<file path="src/rtl/div_pkg.sv">
// Shared definitions for the restoring divider: FSM encoding and counter sizing.
package div_pkg;

  localparam logic [1:0] ST_IDLE = 2'd0;
  localparam logic [1:0] ST_CALC = 2'd1;
  localparam logic [1:0] ST_DONE = 2'd2;

  function automatic int clog2(input int value);
    int r;
    r = 0;
    while ((1 << r) < value) r++;
    return r;
  endfunction

endpackage

</file>
<file path="src/rtl/div_step.sv">
// One radix-2 restoring step: shift {rem,quo} left, trial-subtract the divisor, keep or restore.
module div_step
  import div_pkg::*;
#(
  parameter int WIDTH = 32
) (
  input  logic [WIDTH-1:0] rem,
  input  logic [WIDTH-1:0] quo,
  input  logic [WIDTH-1:0] divisor,
  output logic [WIDTH-1:0] rem_next,
  output logic [WIDTH-1:0] quo_next
);

  logic [WIDTH:0] rem_sh;
  logic [WIDTH:0] trial;
  logic           non_neg;

  always_comb begin
    rem_sh = {rem, quo[WIDTH-1]};
    trial  = rem_sh - {1'b0, divisor};
    // A set shifted MSB means rem_sh >= 2^WIDTH > divisor, so the subtraction always
    // succeeds; otherwise the top bit of the difference is the borrow.
    non_neg = rem_sh[WIDTH] | ~trial[WIDTH];
    if (non_neg) begin
      rem_next = trial[WIDTH-1:0];
      quo_next = {quo[WIDTH-2:0], 1'b1};
    end else begin
      rem_next = rem_sh[WIDTH-1:0];
      quo_next = {quo[WIDTH-2:0], 1'b0};
    end
  end

endmodule

</file>
<file path="src/rtl/restoring_div.sv">
// Unsigned restoring divider: WIDTH+1 cycles per result (1 for divide by zero);
// one operation in flight, result held in DONE until out_ready.
module restoring_div
  import div_pkg::*;
#(
  parameter int WIDTH = 32
) (
  input  logic             clk,
  input  logic             rst_n,
  input  logic             in_valid,
  output logic             in_ready,
  input  logic [WIDTH-1:0] dividend,
  input  logic [WIDTH-1:0] divisor,
  output logic             out_valid,
  input  logic             out_ready,
  output logic [WIDTH-1:0] quotient,
  output logic [WIDTH-1:0] remainder,
  output logic             div_by_zero
);

  localparam int CW = clog2(WIDTH);

  logic [1:0]       state;
  logic [CW-1:0]    cnt;
  logic [WIDTH-1:0] rem_q;
  logic [WIDTH-1:0] quo_q;
  logic [WIDTH-1:0] dvs_q;
  logic             dbz_q;
  logic [WIDTH-1:0] rem_nx;
  logic [WIDTH-1:0] quo_nx;

  div_step #(.WIDTH(WIDTH)) u_step (
    .rem      (rem_q),
    .quo      (quo_q),
    .divisor  (dvs_q),
    .rem_next (rem_nx),
    .quo_next (quo_nx)
  );

  always_ff @(posedge clk or negedge rst_n) begin
    if (!rst_n) begin
      state <= ST_IDLE;
      cnt   <= '0;
      rem_q <= '0;
      quo_q <= '0;
      dvs_q <= '0;
      dbz_q <= 1'b0;
    end else begin
      case (state)
        ST_IDLE: begin
          if (in_valid) begin
            dvs_q <= divisor;
            cnt   <= CW'(WIDTH - 1);
            if (divisor == '0) begin
              quo_q <= '1;
              rem_q <= dividend;
              dbz_q <= 1'b1;
              state <= ST_DONE;
            end else begin
              // quo_q doubles as the dividend shift register during CALC
              quo_q <= dividend;
              rem_q <= '0;
              dbz_q <= 1'b0;
              state <= ST_CALC;
            end
          end
        end
        ST_CALC: begin
          quo_q <= quo_nx;
          rem_q <= rem_nx;
          if (cnt == '0) begin
            state <= ST_DONE;
          end else begin
            cnt <= cnt - 1'b1;
          end
        end
        ST_DONE: begin
          if (out_ready) state <= ST_IDLE;
        end
        default: state <= ST_IDLE;
      endcase
    end
  end

  assign in_ready    = (state == ST_IDLE);
  assign out_valid   = (state == ST_DONE);
  assign quotient    = quo_q;
  assign remainder   = rem_q;
  assign div_by_zero = dbz_q;

endmodule
</file>
<file path="config.mk">
export PLATFORM = sky130hd
export DESIGN_NAME = restoring_div
export DESIGN_NICKNAME = d
export VERILOG_FILES = /design/src/rtl/div_pkg.sv /design/src/rtl/div_step.sv /design/src/rtl/restoring_div.sv
export SDC_FILE = /design/constraint.sdc
export NUM_CORES = 1
export LEC_CHECK = 0
export CAP_MARGIN = 20
export CORE_MARGIN = 4
export CORE_UTILIZATION = 45
export CTS_CLUSTER_DIAMETER = 50
export DETAILED_ROUTE_END_ITERATION = 8
export PLACE_DENSITY = 0.74
export SLEW_MARGIN = 0
export SYNTH_ARGS = -nofsm -noshare
export SYNTH_HDL_FRONTEND = slang
export SYNTH_SLANG_ARGS = --single-unit
</file>
<file path="constraint.sdc">
create_clock -name clk -period 2.9 [get_ports clk]
set_clock_uncertainty 0.1 [all_clocks]
set_input_delay 0.29 -clock clk [delete_from_list [all_inputs] [get_ports clk]]
set_output_delay 0.29 -clock clk [all_outputs]
set_load 0.01 [all_outputs]
</file>
==> metrics <==
status finished, violations left; failing checks negative setup slack; GRT Overall Usage 0.2495; Final Max Tran Viols 0; capturing point of the worst reg2reg path remainder[3]; Worst EP arrival about 3.2 ns; Placed Cells 1162; Antenna Nets Post-Route 0; endpoints failing setup 13; relative slew slack 0.5494; fmax around 0.33 GHz; reg2reg start remainder[20]; maximum number of pins on one net before global-route repair between 50 and 60; TritonCTS clock tree yes; register area share after synthesis 0.3828; Slowest cell on crit path dfrtp_1; die area around 17000 um^2; Port Buffer Count 134; Ys Warns 0; RSZ-0062 raised after global routing yes; Die Span Y 130.9 um; number of fill cells in the layout 1239; number of DRC markers in iteration 0 around 750; Least-Margin Pin Slew about 0.68 ns; worst reg2reg path depth 11; HP Start div_by_zero; WHS approximately 0.38 ns; ys async rst share 1.000; IO Count about 140; cells after synthesis between 800 and 900; initial antenna violation count 0; WP buf/inv 1; top cells by area, synth dfrtp_1, ha_1, nand2_1; Core Region around 15000 um^2; worst setup margin -0.1044 ns; P&R area growth vs syn 39.99%; routability cong. just over 0.9; Post-synth EDFFs 0; clk_lat worst skew 0.36 ns; total grt overflow 0; WHS Endpoint div_by_zero; WS Path Type flop to flop; Clock transition at path regs approximately 0.070 ns; WP data required a little over 3 ns; final hold violation count 0; Final Cycle Share 1.036; fin nets ~1100; clk sink count around 100; routed length per placed instance between 15 and 20 um; H-Tree Depth 3; vias in the first global route 6487; Synth top area share 0.3828; Netlist cell types just over 60; Core Rows between 40 and 50; Reg2Reg Setup Slack -0.10 ns; ant diodes 0; hold crit path type flop to flop; Sum Neg Setup Slack -0.8527 ns; Netlist Area Pre-Place just under 7000 um^2; Residual DRC 0; max incr delay on CP 0.41 ns; DR vias/cell 5.796; CTS buffer count 9; crit path time final roughly 3 ns; Die Wd between 100 and 150 um; hold depth 2; commonest non-fill, non-tap cell in the layout clkdlybuf4s50_1; startpoint types flop; syn avg cell area approximately 8.3 um^2; crit-path cells ha_1, nor3_2, nand2b_1, a211o_1, a31oi_4, o31ai_4, o21ai_4, clkbuf_16, mux2_4, a221oi_2, nor2_1; delay-heaviest family, CP compound AO/OA/AOI/OAI gates; Yosys top cell by area dfrtp_1; Starting Density 0.4643; endpoint class of the critical path flop; Net Count, Synth around 900; most frequent cells in the layout clkdlybuf4s50_1, dfrtp_1, nand2_1; non-filler cells, final between 1000 and 1500; router iterations before antenna repair 6; crit-path max FO 6; global-route wire length before repair between 30000 and 40000 um; Max clock buf depth 2; Main synth FF type dfrtp_1; share of layout cells above drive strength 1 0.1771; final WL between 20000 and 25000 um; flops & latches, synth about 100; HPWL Detailed 15810 um; Max Cap Viol 0; clk root buf clkbuf_16; vias between 6000 and 7000
==> flip-flops by register name, summed over array words and instances, names as in the netlist <==
signal and cells:
dvs_q 32, remainder 32, quotient 32, cnt 5
div_by_zero 1, state 2
==> layout make-up <==
class	count	area, um^2	share of cell area
inverter	47	176.4	0.01854
sequential	104	2603	0.2734
clock buffer	14	264.0	0.02774
multi-input combinational	615	4076	0.4283
timing repair buffer	223	2131	0.2239
clock inverter	2	37.54	0.003944
tap	184	230.2	0.02419
==> kinds of logic (layout without fill, tap and decap cells) <==
logic type / count (synthesis) / after routing / share of synthesized area
buffers and inverters: 98 / 286 / 0.05926
XOR/XNOR: 27 / 27 / 0.03478
flip-flops: 104 / 104 / 0.3828
adder cells (fa/ha/maj): 35 / 35 / 0.06551
multiplexers: 16 / 16 / 0.03000
AO/OA/AOI/OAI: 241 / 241 / 0.2378
AND/OR/NAND/NOR: 296 / 296 / 0.1899
==> worst reg2reg max path, stage by stage (launching register included) <==
cell and delay, ns:
dfrtp_1 0.41, ha_1 0.25, nor3_2 0.25, nand2b_1 0.10, a211o_1 0.32, a31oi_4 0.21, o31ai_4 0.12, o21ai_4 0.32
clkbuf_16 0.23, mux2_4 0.30, a221oi_2 0.22, nor2_1 0.06
==> cells in the mapped netlist, types with 6 or more instances <==
master	number
a21o_1	13
a21oi_1	57
a221oi_2	9
a31oi_1	15
and3_1	13
clkbuf_1	40
dfrtp_1	104
ha_1	34
inv_1	47
mux2_4	8
nand2_1	104
nand3_1	8
nand4_1	7
nor2_1	94
nor3_1	46
nor4_1	8
o21ai_0	56
o21ai_1	12
o21bai_1	6
o22ai_1	7
o31ai_1	30
xnor2_1	14
xor2_1	13
==> through the flow <==
step	cell area [um^2]	worst slack, ns	utilization
4_1_cts	9153	-0.02747	0.6250
3_5_place_dp	8818	-0.06761	0.6022
3_3_place_gp	8818	0.0001914	0.6022
2_1_floorplan	6813	0.009922	-
5_1_grt	9518	-0.2112	0.6499
6_report	9518	-0.1044	0.6499
==> per-layer routing <==
layer  up-vias  GRT usage  part of all wire
met4         0    0.07018             0.028
met5         -          0                 0
li1       3256          -                 -
met3        43    0.04593             0.069
met2       284     0.4257              0.50
met1      3308     0.3258              0.40
==> what timing repair did <==
| item | 4_1_cts | 5_1_grt |
|---|---|---|
| pin swaps | 2 | 14 |
| resized for setup | 2 | 57 |
| hold buffers | 1 | 0 |
| gates cloned | 0 | 3 |
| endpoints found under the hold margin | 48 | 0 |
| setup buffers | 2 | 5 |
| endpoints found under the setup margin | 11 | 27 |
==> how the worst max path moves through the flow <==
stage                              from       endpoint  cells past startpoint
after floorplan            quotient[31]  remainder[10]                     13
after global placement    remainder[14]  remainder[24]                     11
after detailed placement   quotient[31]  remainder[15]                     13
after CTS                  quotient[31]  remainder[15]                     13
after global routing      remainder[20]  remainder[27]                     10
final                     remainder[20]   remainder[3]                     11
Power is not shown: default switching activity piles up to over one toggle a cycle in this logic, so the estimate is an artifact.
